<file path="config.mk">
export PLATFORM = sky130hd
export DESIGN_NAME = z_pc
export DESIGN_NICKNAME = d
export VERILOG_FILES = /design/src/rtl/z_pc.sv
export SDC_FILE = /design/constraint.sdc
export NUM_CORES = 1
export LEC_CHECK = 0
export BUFFER_PORTS_ARGS = -buffer_cell sky130_fd_sc_hd__buf_2
export CAP_MARGIN = 10
export CORE_ASPECT_RATIO = 1.5
export CORE_UTILIZATION = 51
export DETAILED_ROUTE_END_ITERATION = 10
export PLACE_DENSITY = 0.82
export SETUP_SLACK_MARGIN = 0.4
export SLEW_MARGIN = 20
export SYNTH_ARGS = -nofsm -noshare
export SYNTH_HDL_FRONTEND = slang
export SYNTH_SLANG_ARGS = --single-unit
</file>
<file path="constraint.sdc">
create_clock -name clk -period 3.9 [get_ports clk]
set_input_delay 0.195 -clock clk [delete_from_list [all_inputs] [get_ports clk]]
set_output_delay 0.195 -clock clk [all_outputs]
set_load 0.01 [all_outputs]
</file>
<file path="src/rtl/z_pc.sv">
// Next-PC unit: combinational next_pc (jump / branch / sequential) plus a registered copy pc_q.
// Optional macro Z_PC_BNE_EN adds bne decode (opcode 6'b000101 branches on ~zero).
module z_pc #(
   parameter logic [31:0] RESET_VECTOR = 32'h0000_0000,
   parameter int unsigned PC_STEP      = 4
) (
   input  logic        clk,
   input  logic        rst,
   input  logic [31:0] pc,
   input  logic [31:0] inst,
   input  logic        jump,
   input  logic        branch,
   input  logic        zero,
   output logic [31:0] next_pc,
   output logic [31:0] pc_q
);

   localparam int unsigned PC_W     = 32;
   localparam int unsigned IMM_W    = 16;
   localparam int unsigned OPCODE_W = 6;

   logic [PC_W-1:0] pc_plus4;
   logic [PC_W-1:0] imm_ext;
   logic [PC_W-1:0] branch_target;
   logic [PC_W-1:0] jump_target;
   logic            take_branch;

   assign pc_plus4      = pc + PC_W'(PC_STEP);
   assign imm_ext       = {{(PC_W-IMM_W){inst[IMM_W-1]}}, inst[IMM_W-1:0]};
   assign branch_target = pc_plus4 + (imm_ext << 2);
   assign jump_target   = {pc_plus4[31:28], inst[25:0], 2'b00};

`ifdef Z_PC_BNE_EN
   localparam logic [OPCODE_W-1:0] OPC_BNE = 6'b000101;

   // bne inverts the sense of the ALU zero flag; every other opcode branches on equal.
   always_comb begin
      take_branch = branch & zero;
      if (inst[31:26] == OPC_BNE) begin
         take_branch = branch & ~zero;
      end
   end
`else
   logic [OPCODE_W-1:0] unused_opcode;

   assign unused_opcode = inst[31:26];
   assign take_branch   = branch & zero;
`endif

   // Jump has priority over a taken branch, which has priority over sequential fetch.
   always_comb begin
      next_pc = pc_plus4;
      if (jump) begin
         next_pc = jump_target;
      end else if (take_branch) begin
         next_pc = branch_target;
      end
   end

   always_ff @(posedge clk or posedge rst) begin
      if (rst) begin
         pc_q <= RESET_VECTOR;
      end else begin
         pc_q <= next_pc;
      end
   end

endmodule

</file>
# Word-level counts from Yosys, hierarchy flattened
# Index checks and enable logic that the tools add are counted.
# totals
output_inout_bits	64
inputBits	69
ff_bits	32
# op_classes
mux	2
add_sub_neg	2
n_bitwise	1
# op_table
cell	count
$mux W32	2
$add A32 B3 Y32 const B	1
$add A32 B32 Y32	1
$and A1 B1 Y1	1

# Depth between registers and ports, before layout
# logic_depth
ltp_word	4
depth_mapped	19
ltp_nobuf	18

# Least setup slack after synthesis
# No wires, ideal clock.
# synth_timing
path_kind	in2out
from	input port pc[5]
to	output port next_pc[29]
n_path_buf	1
setup_slack_ns	0.384
t_arrival_ns	3.321
required_ns	3.705
cell_stages	19
path_cell_list	and3_1 and2_1 clkbuf_2 and3_1 nand3_1 nor2_1 nand2_1 xnor2_1 ha_1 and3_4 and4_4 a32oi_1 nand2_1 nor2_1 o31ai_2 o311ai_2 nand2_1 o211a_1 nor3_1
# synth_via
elab_chain_cells	4
# synth_lines
element	line	text
start: declaration	9	input logic [31:0] pc,
$add A32 B3 Y32 (*)	28	assign pc_plus4 = pc + PC_W'(PC_STEP);
$add A32 B32 Y32	30	assign branch_target = pc_plus4 + (imm_ext << 2);
$mux W32	55	end else if (take_branch) begin
$mux W32 (*)	53	if (jump) begin
end: declaration	14	output logic [31:0] next_pc,
# Mark *: on every way between the ends. The rest lies on a longest branch, timed or not.

# Final worst setup path
# layout_timing
from	input port pc[6]
to	output port next_pc[26]
# layout_via
elab_chain_cells	4
# layout_lines
element	line
$add A32 B3 Y32 (*)	28
$add A32 B32 Y32	30
$mux W32 (*)	55
$mux W32 (*)	53
# Marks and branches as above.

==> reports/qor.csv <==
stage,metric,value,unit
run_status,outcome,"finished, final reports clean",
layout,register area,801,um2
synthesis,"EDFF count, synth",0,
routing,Vias,4444,
job,maxcap violations,0,
synthesis,XOR/XNOR share of the synthesized area,0.129,
global_routing,Total Routing Usage GR,0.330,
placement,I/O Buffers,126,
layout,Area growth syn-to-layout,50.0,%
timing,final period utilization,0.965,
placement,placed instance count,638,
synthesis,synthesized area,0.00354,mm2
layout,Filler Cell Count,374,
routing,final wirelength,13800,um
synthesis,Cell variety after synth,57,
layout,max reg flops,32,
timing,relative slew slack,0.377,
placement,routability cong.,0.933,
die,core footprint,0.00658,mm2
layout,multi-input combinational cell area,0.00305,mm2
clock_network,CTS buffer count,5,
power,P_leak,0.00259,uW
setup_path,Setup CP Type,in -> out,
setup_path,CP Capture Type,output port,
timing,RSZ-0062 raised after global routing,true,
setup_path,crit path max fanout,6,
synthesis,most frequent cell after synthesis,a21oi_1,
synthesis,largest cells by area after synthesis,"dfrtp_1, ha_1, xnor2_1, a21oi_1, xor2_1",
timing,min cycle time layout,3.76,ns
setup_path,Critical Path Stages,19,
synthesis,sequential fraction of the synthesis area,0.226,
setup_path,Slowest Stage Delay on Critical Path,0.36,ns
clock_network,root buf cell,clkbuf_8,
layout,NumNets Final,730,
worst_hold_path,Hold WC Path Type,in -> reg,
timing,Slew @ Worst Pin,0.935,ns
die,Die Span Y,104,um
routing,Iter 0 DRT Violations,406,
setup_path,CP startpoint kind,input pin,
layout,register with the most flip-flops,pc_q,
die,die span in x,70.0,um
setup_path,"CP delay by family, top",compound AO/OA/AOI/OAI gates,
layout,Top Registers,pc_q: 32 flops,
global_routing,first-pass GRT wire length,19500,um
clock_network,deepest clock path buffer count,2,
setup_path,CP arrival,3.57,ns
synthesis,ys flop type,dfrtp_1,
synthesis,adder and majority gate portion of the synthesized area,0.137,
die,I/O pin total,133,
setup_path,Crit path top cell by count,buf_6,
setup_path,crit path buf inv count,3,
global_routing,initial antenna violation count,0,
global_routing,largest net degree at the start of global routing,45,
synthesis,synth warn,0,
global_routing,remaining global-route overflow,0,
clock_network,TritonCTS Sinks,32,
timing,hold slack,0.147,ns
layout,share of layout cells above drive strength 1,0.465,
routing,wire length per cell,19.8,um
die,Starting Density,0.538,
synthesis,"Avg Cell Area, Syn",8.11,um2
clock_network,"CTS clk-pin slew, worst paths",0.08,ns
timing,setup tns final,0,ns
synthesis,Post-Syn Instances,436,
synthesis,largest family of logic cells by synthesized area,compound AO/OA/AOI/OAI gates,
power,worst vdd ir,0.150,mV
clock_network,CTS tree,yes,
layout,fin cells,700,
die,die footprint,0.00728,mm2
global_routing,vias in the first global route,4098,
synthesis,post-synthesis mux area share,0.0471,
clock_network,CTS H-tree depth,2,
synthesis,top cell type's share of synthesized area,0.226,
routing,Via-to-Cell Ratio,6.35,
die,Row Count,36,
timing,Setup Viol. Count Final,0,
synthesis,Post-Synth Simple-Gate Area,0.215,
timing,max-slew violation count,0,
routing,antenna-violating nets left,0,
layout,diode count,0,
timing,Max Clk Rate,0.266,GHz
synthesis,top cells by instance count after synthesis,"a21oi_1, nand2_1, nor2_1",
worst_hold_path,Min-Delay Path Depth,2,
setup_path,crit-path cells,"buf_6, and3_4, and2_4, and3_4, buf_6, nand2_1, xnor2_1, ha_1, a21o_1, a221oi_4, nand3b_1, a21oi_2, o21ai_1, a31oi_2, o21ai_2, xnor2_1, o21ai_1, mux2_4, buf_6",
routing,drt pass-1 iters,5,
setup_path,"Req. time, crit path",3.70,ns
timing,final hold viol count,0,
placement,detailed placement HPWL,8030,um
synthesis,post-synth top area cell,dfrtp_1,
routing,drc violations,0,
synthesis,Synth Area in Compound Gates,0.219,
synthesis,Post-synth ARST share,1.00,
synthesis,Syn Nets,543,
synthesis,Yosys reg bits,32,
setup_path,Worst path slowest cell,ha_1,
power,Pwr Density,276,mW/mm2
-- power breakdown --
part	total [uW]	leakage (uW)	switching [uW]	internal (uW)
clock network	371	0.0000645	146	226
registers	374	0.000372	9.93	364
logic	718	0.00215	394	324
-- metal layers --
metal	up-vias	global-route usage	part of all wire
li1	1950	-	-
met1	2036	0.381	0.35
met2	359	0.580	0.50
met3	99	0.0494	0.082
met4	0	0.167	0.064
met5	-	0	0
-- logic make-up (layout without fill, tap and decap cells) --
family / after synthesis / in the layout
adders and majority gates: 38 / 38
buffers and inverters: 25 / 213
and+or+nand+nor: 154 / 154
AOI/OAI and AO/OA: 120 / 120
DFF: 32 / 32
xor gates and xnor gates: 52 / 52
muxes: 15 / 15
-- final timing paths --
path                           from          end  slack (ns)
worst max-delay path          pc[6]  next_pc[26]        0.14
worst min-delay path       inst[17]     pc_q[19]        0.15
max in group asynchronous       rst     pc_q[17]        3.04
min in group asynchronous       rst      pc_q[9]        0.53
-- layout make-up --
cell class / instances / area share
Multi-Input combinational cell: 379 / 0.576
Inverter: 13 / 0.00920
Tap cell: 76 / 0.0179
Clock inverter: 1 / 0.00566
Clock buffer: 7 / 0.0182
Timing Repair Buffer: 192 / 0.222
Sequential cell: 32 / 0.151
-- per-stage QoR --
| step | worst slack, ns | total power, uW | utilization | instance area [um2] |
|---|---|---|---|---|
| after floorplan | 0.445 | 744 | - | 3540 |
| after global placement | 0.127 | 921 | 0.655 | 4310 |
| after detailed placement | 0.0744 | 934 | 0.655 | 4310 |
| after CTS | 0.289 | 1380 | 0.758 | 4980 |
| after global routing | 0.0284 | 1530 | 0.807 | 5310 |
| final | 0.136 | 1460 | 0.807 | 5310 |
-- what timing repair did --
| action | in CTS | in global routing |
|---|---|---|
| gates resized for setup | 52 | 41 |
| pin swaps | 49 | 35 |
| setup endpoints to repair | 17 | 21 |
| setup buffers | 40 | 13 |
| hold buffers | 1 | 0 |
| endpoints found under the hold margin | 19 | 0 |
-- placed cells by master, fill, tap and decap left out, types with 12 or more instances in the layout --
cell / instances
buf_2: 119
buf_4: 63
a21oi_1: 38
nand2_1: 34
nor2_1: 33
dfrtp_1: 32
ha_1: 29
xnor2_1: 23
xor2_1: 16
a21o_1: 16
inv_1: 13
nand3_1: 13
a21oi_2: 12
mux2_2: 12
(Power assumes the default switching activity.)
